[config.mk]
export PLATFORM = sky130hd
export DESIGN_NAME = ula_ncl_seq
export DESIGN_NICKNAME = d
export VERILOG_FILES = /design/src/rtl/ula_ncl_pkg.sv /design/src/rtl/ula_ncl_seq_completion.sv /design/src/rtl/ula_ncl_seq.sv
export SDC_FILE = /design/constraint.sdc
export NUM_CORES = 1
export LEC_CHECK = 0
export ABC_AREA = 0
export CORE_ASPECT_RATIO = 1.25
export CORE_MARGIN = 5
export CORE_UTILIZATION = 37
export CTS_CLUSTER_SIZE = 30
export DETAILED_ROUTE_END_ITERATION = 12
export GPL_ROUTABILITY_DRIVEN = 1
export PLACE_DENSITY = 0.81
export SYNTH_ARGS = -nofsm -noshare
export SYNTH_HDL_FRONTEND = slang
export SYNTH_SLANG_ARGS = --single-unit
[constraint.sdc]
create_clock -name clk -period 1.35 [get_ports clk]
set_input_delay 0.2025 -clock clk [delete_from_list [all_inputs] [get_ports clk]]
set_output_delay 0.2025 -clock clk [all_outputs]
set_load 0.02 [all_outputs]
[src/rtl/ula_ncl_pkg.sv]
// Shared types for the dual-rail ALU stage: rail codes, op codes, FSM states.
package ula_ncl_pkg;

   localparam logic [1:0] NCL_NULL = 2'b00;
   localparam logic [1:0] NCL_D0   = 2'b01;
   localparam logic [1:0] NCL_D1   = 2'b10;

   typedef enum logic [1:0] {
      OP_ADD = 2'b00,
      OP_SUB = 2'b01,
      OP_XOR = 2'b10,
      OP_OR  = 2'b11
   } op_e;

   typedef enum logic {
      S_NULL = 1'b0,
      S_DATA = 1'b1
   } state_e;

   function automatic logic [1:0] ncl_enc(input logic v);
      return v ? NCL_D1 : NCL_D0;
   endfunction

endpackage

[src/rtl/ula_ncl_seq_completion.sv]
// Completion detector for one dual-rail vector of N pairs: complete / null / illegal.
module ncl_completion #(
   parameter int N             = 1,
   parameter bit CHECK_ILLEGAL = 1'b0
) (
   input  logic [2*N-1:0] rails,
   output logic           complete,
   output logic           is_null,
   output logic           illegal
);

   always_comb begin
      complete = 1'b1;
      is_null  = 1'b1;
      illegal  = 1'b0;
      for (int k = 0; k < N; k++) begin
         complete = complete & (rails[2*k+1] | rails[2*k]);
         is_null  = is_null & ~(rails[2*k+1] | rails[2*k]);
         illegal  = illegal | (rails[2*k+1] & rails[2*k]);
      end
      // An 11 pair is plain logic 1 when checking is off, so never report it.
      if (!CHECK_ILLEGAL) illegal = 1'b0;
   end

endmodule

[src/rtl/ula_ncl_seq.sv]
// Clocked dual-rail ALU stage with four-phase DATA/NULL handshake.
// Build option: ULA_ILLEGAL_CHECK_EN blocks on 11 pairs and raises a sticky err.
//
// state  | meaning
// S_NULL | outputs all NULL, ko=1, waiting for complete inputs with ki=1
// S_DATA | outputs hold registered result, ko=0, waiting for null inputs with ki=0
module ula_ncl_seq
   import ula_ncl_pkg::*;
#(
   parameter int WIDTH = 5
) (
   input  logic               clk,
   input  logic               rst_n,
   input  logic [2*WIDTH-1:0] a,
   input  logic [2*WIDTH-1:0] b,
   input  logic [1:0]         sel0,
   input  logic [1:0]         sel1,
   input  logic [1:0]         carry_in,
   input  logic               ki,
   output logic               ko,
   output logic [2*WIDTH-1:0] out,
   output logic [1:0]         overflow,
   output logic [1:0]         carry_out,
   output logic [1:0]         neg,
   output logic [1:0]         zero,
   output logic               err
);

   localparam int NP = 2*WIDTH + 3;
   localparam int MSB = WIDTH - 1;
`ifdef ULA_ILLEGAL_CHECK_EN
   localparam bit CHECK = 1'b1;
`else
   localparam bit CHECK = 1'b0;
`endif

   state_e           state_q, state_d;
   logic [WIDTH-1:0] res_q, res_d;
   logic             ovf_q, ovf_d;
   logic             cy_q, cy_d;

   logic             in_complete, in_null, in_illegal, load;
   logic [WIDTH-1:0] a_v, b_v, b_op, res_c;
   logic [WIDTH:0]   sum;
   logic             cin, ovf_c, cy_c;
   op_e              op;

   ncl_completion #(.N(NP), .CHECK_ILLEGAL(CHECK)) u_comp (
      .rails    ({carry_in, sel1, sel0, b, a}),
      .complete (in_complete),
      .is_null  (in_null),
      .illegal  (in_illegal)
   );

   // The true rail alone carries the bit value, so 11 reads as logic 1.
   always_comb begin
      a_v = '0;
      b_v = '0;
      for (int k = 0; k < WIDTH; k++) begin
         a_v[k] = a[2*k+1];
         b_v[k] = b[2*k+1];
      end
      op   = op_e'({sel1[1], sel0[1]});
      cin  = carry_in[1];
      b_op = (op == OP_SUB) ? ~b_v : b_v;
      sum  = {1'b0, a_v} + {1'b0, b_op} + {{WIDTH{1'b0}}, cin};
      res_c = sum[WIDTH-1:0];
      ovf_c = 1'b0;
      cy_c  = 1'b0;
      case (op)
         OP_ADD: begin
            cy_c  = sum[WIDTH];
            ovf_c = (a_v[MSB] == b_v[MSB]) && (res_c[MSB] != a_v[MSB]);
         end
         OP_SUB: begin
            cy_c  = sum[WIDTH];
            ovf_c = (a_v[MSB] != b_v[MSB]) && (res_c[MSB] == b_v[MSB]);
         end
         OP_XOR: res_c = a_v ^ b_v;
         default: res_c = a_v | b_v;
      endcase
   end

   assign load = (state_q == S_NULL) && in_complete && !in_illegal && ki;

   always_ff @(posedge clk or negedge rst_n) begin
      if (!rst_n) begin
         state_q <= S_NULL;
         res_q   <= '0;
         ovf_q   <= 1'b0;
         cy_q    <= 1'b0;
      end else begin
         state_q <= state_d;
         res_q   <= res_d;
         ovf_q   <= ovf_d;
         cy_q    <= cy_d;
      end
   end

   always_comb begin
      state_d = state_q;
      res_d   = load ? res_c : res_q;
      ovf_d   = load ? ovf_c : ovf_q;
      cy_d    = load ? cy_c  : cy_q;
      case (state_q)
         S_NULL:  if (load) state_d = S_DATA;
         S_DATA:  if (in_null && !ki) state_d = S_NULL;
         default: state_d = S_NULL;
      endcase
   end

   always_comb begin
      ko        = 1'b1;
      out       = '0;
      overflow  = NCL_NULL;
      carry_out = NCL_NULL;
      neg       = NCL_NULL;
      zero      = NCL_NULL;
      if (state_q == S_DATA) begin
         ko = 1'b0;
         for (int k = 0; k < WIDTH; k++) out[2*k +: 2] = ncl_enc(res_q[k]);
         overflow  = ncl_enc(ovf_q);
         carry_out = ncl_enc(cy_q);
         neg       = ncl_enc(res_q[MSB]);
         zero      = ncl_enc(res_q == '0);
      end
   end

`ifdef ULA_ILLEGAL_CHECK_EN
   logic err_q, err_d;

   always_ff @(posedge clk or negedge rst_n) begin
      if (!rst_n) err_q <= 1'b0;
      else        err_q <= err_d;
   end

   always_comb err_d = err_q | ((state_q == S_NULL) && in_illegal);

   assign err = err_q;
`else
   assign err = 1'b0;
`endif

endmodule

==> impl_metrics.csv <==
group,metric,value,unit
final_layout,final_net_count,260,
detailed_routing,initialDrtViolationCount,43,
placed_design,dp_hpwl,2.89,mm
final_layout,fin_cells,252,
clock_network,clockBufferDepth,2,
critical_path,end_kind,"register",
power_and_ir_drop,ir_drop,0.723,mV
critical_path,path_class,"in2reg",
synthesis,syn_avg_cell_area,7.33,µm²
synthesis,synthTopCellsByArea,"dfrtp_1 20%, ha_1 11%, nor2_1 7.8%",
run,maxCapViolations,0,
critical_path,required,1.50,ns
timing,finalClockSkew,0.00304,ns
detailed_routing,dr.pass1.iters,5,
critical_path,cp_max_fo,2,
placed_design,place_ws,-1.27,ns
floorplanning,rows,21,
critical_path,critPathMaxStageDelay,0.37,ns
floorplanning,dieHeight,68.4,µm
synthesis,synth_xor_area_frac,0.0606,
clock_network,cts_sinks,8,
synthesis,synth-simple-area-share,0.280,
global_routing,grt_max_degree,16,
floorplanning,initial_core_util,0.381,
detailed_routing,route.vias.total,1344,
timing,max_freq,501,MHz
global_routing,antenna_found_initial,0,
final_layout,area.growth.synth_to_final,98.9,%
power_and_ir_drop,p_leak,0.977,nW
detailed_routing,drc,0,
timing,slew_violations,0,
timing,hold_violations,0,
synthesis,synth.distinct_cells,33,
synthesis,ys_ff_latch,8,
timing,setup_viol,17,
clock_network,cts-root-buf,"clkbuf_4",
critical_path,reg2reg_slack,-0.11,ns
clock_network,numCtsBuffers,3,
timing,setup_slack,-0.646,ns
global_routing,grt_pass1_wl,6.04,mm
placed_design,dp_cells,239,
floorplanning,dieArea,0.00388,mm²
critical_path,cp.arrival,2.15,ns
detailed_routing,highest-signal-layer,"met4",
floorplanning,io_pins,49,
final_layout,antenna_cells,0,
global_routing,grt_pass1_vias,1361,
clock_network,clk_pin_slew,0.06,ns
critical_path,worst-path-buf-inv,1,
global_routing,track_usage,0.200,
synthesis,ys_warn_count,0,
timing,period_minus_slack,2.00,ns
detailed_routing,wl_per_cell,16.0,µm
synthesis,synth_top_family_by_area,"simple AND/OR/NAND/NOR gates",
detailed_routing,met3WireLength,309,µm
worst_hold_path,hp-class,"in2async",
synthesis,ys_seq_area_frac,0.198,
power_and_ir_drop,power,0.00219,W
detailed_routing,route.met2.wl,2.31,mm
synthesis,synth_edf_count,0,
clock_network,cts_max_level,1,
synthesis,synth_compound_gate_area_share,0.177,
critical_path,start_kind,"primary input",
synthesis,post-synth-top-count-cell,"nor2_1",
synthesis,synthArstFlopShare,1.00,
synthesis,yosys.area.top_type,"dfrtp_1",
synthesis,synthCells,138,
synthesis,syn-num-nets,178,
clock_network,cts_tree,"built",
floorplanning,fp.dieW,56.8,µm
floorplanning,coreArea,0.00265,mm²
placed_design,gp_congestion,0.910,
timing,period_share,1.48,
critical_path,critPathSlowestCell,"fa_2",
critical_path,cpLargestDelayFamily,"adder cells",
timing,rsz0062_at_grt,"yes",
synthesis,synthMuxAreaShare,0.0309,
final_layout,drive_above_1_share,0.482,
status,status,"complete, but fails checks",
detailed_routing,antenna_left,0,
synthesis,synth.top_cell.area_share,0.198,
synthesis,synthTopCellsByCount,"21 x nor2_1, 13 x inv_1, 9 x ha_1",
detailed_routing,avgViaCountPerCell,5.33,
placed_design,port_buffers,47,
clock_network,hold_buffers,0,
clock_network,clk_latency,0.27,ns
synthesis,synth-adder-area-share,0.151,
critical_path,path_cells,"buf_6 > nand2b_4 > xnor2_4 > fa_2 > fa_2 > nand2b_4 > a21oi_4 > xnor2_2 > o21ai_2 > mux2_4",
detailed_routing,wl,4.04,mm
detailed_routing,drt-met1-wl,1.32,mm
status,violations,"negative setup slack",
synthesis,syn_area,0.00101,mm²
synthesis,synth-main-ff-cell,"dfrtp_1",
global_routing,overflow,0,
power_and_ir_drop,p_per_area,1090,mW/mm²
[path summary, 6_finish.rpt]
path                              startpoint                   end  depth (start not counted)
hold / removal                         rst_n  res_q[3]$_DFFE_PN0P_                          1
hold reg to reg             cy_q$_DFFE_PN0P_      cy_q$_DFFE_PN0P_                          1
min in group clk                     sel1[1]     ovf_q$_DFFE_PN0P_                          4
setup reg to reg           state_q$_DFF_PN0_      cy_q$_DFFE_PN0P_                          5
max in group asynchronous              rst_n     state_q$_DFF_PN0_                          1
setup / recovery                     sel1[1]  res_q[4]$_DFFE_PN0P_                         10
[stage by stage]
stage               TNS [ns]  utilization  instance area, µm²  hold WS, ns
finish                 -4.28        0.758                2010        0.203
global route           -5.27        0.758                2010        0.225
global placement      -10.32        0.663                1760        0.482
detailed placement    -11.46        0.663                1760        0.485
CTS                    -3.74        0.692                1840        0.221
floorplan              -3.48            -                1100      -0.0931
[repair_timing]
action / in CTS / in global routing
gates resized for setup: 125 / 50
setup endpoints to repair: 27 / 22
pin swaps: 15 / 16
setup buffers: 5 / 6
gates cloned: 1 / 1
[logic make-up after synthesis]
group                    after synthesis
adder cells (fa/ha/maj)               11
AND/OR/NAND/NOR                       56
multiplexers                           3
other                                  1
flip-flops                             8
XOR/XNOR                               7
buffers and inverters                 23
AO/OA/AOI/OAI                         29
[sequential cells by signal, indices dropped and copies added (netlist names)]
register and cells:
cy_q 1, ovf_q 1, res_q 5, state_q 1
[power by group]
group	total (W)	switching [W]	internal (W)
sequential	0.000375	0.0000725	0.000303
combinational	0.00162	0.000795	0.000826
clock	0.000196	0.0000933	0.000102
[layout by cell type (no fill, tap or decap), types with 2 or more instances in the layout]
cell type	netlist	final
buf_2	2	3
dlygate4sd2_1	0	12
clkdlybuf4s50_1	0	12
inv_1	13	10
clkbuf_4	0	3
inv_2	0	3
a21oi_1	8	7
nand3_1	2	2
and2_4	0	7
a21o_1	2	2
o22ai_2	0	2
nor2_1	21	15
ha_1	9	8
nor4_1	5	5
xnor2_4	0	2
buf_6	0	18
dfrtp_1	8	7
nand2_1	8	8
mux2i_1	2	2
xnor2_1	6	3
o31ai_1	3	3
o22ai_1	5	3
nand4_1	2	2
o21ai_1	0	4
fa_2	0	2
nor2_2	0	5
o21ai_2	0	2
o21ai_0	8	2
buf_4	3	38
nand2b_4	0	3
[per-layer routing]
layer  vias to the layer above  global-route usage
li1                        633                   -
met1                       628               0.182
met2                        73               0.426
met3                        10              0.0396
met4                         0              0.0783
met5                         -                   0
[area by class of cell]
class                           count  area, µm²
Fill cell                         185        643
Timing Repair inverter              1       6.26
Multi-Input combinational cell    107        932
Timing Repair Buffer               85        746
Inverter                           14       60.1
Sequential cell                     8        201
Clock buffer                        3       22.5
Tap cell                           34       42.5
(Power assumes the default switching activity.)
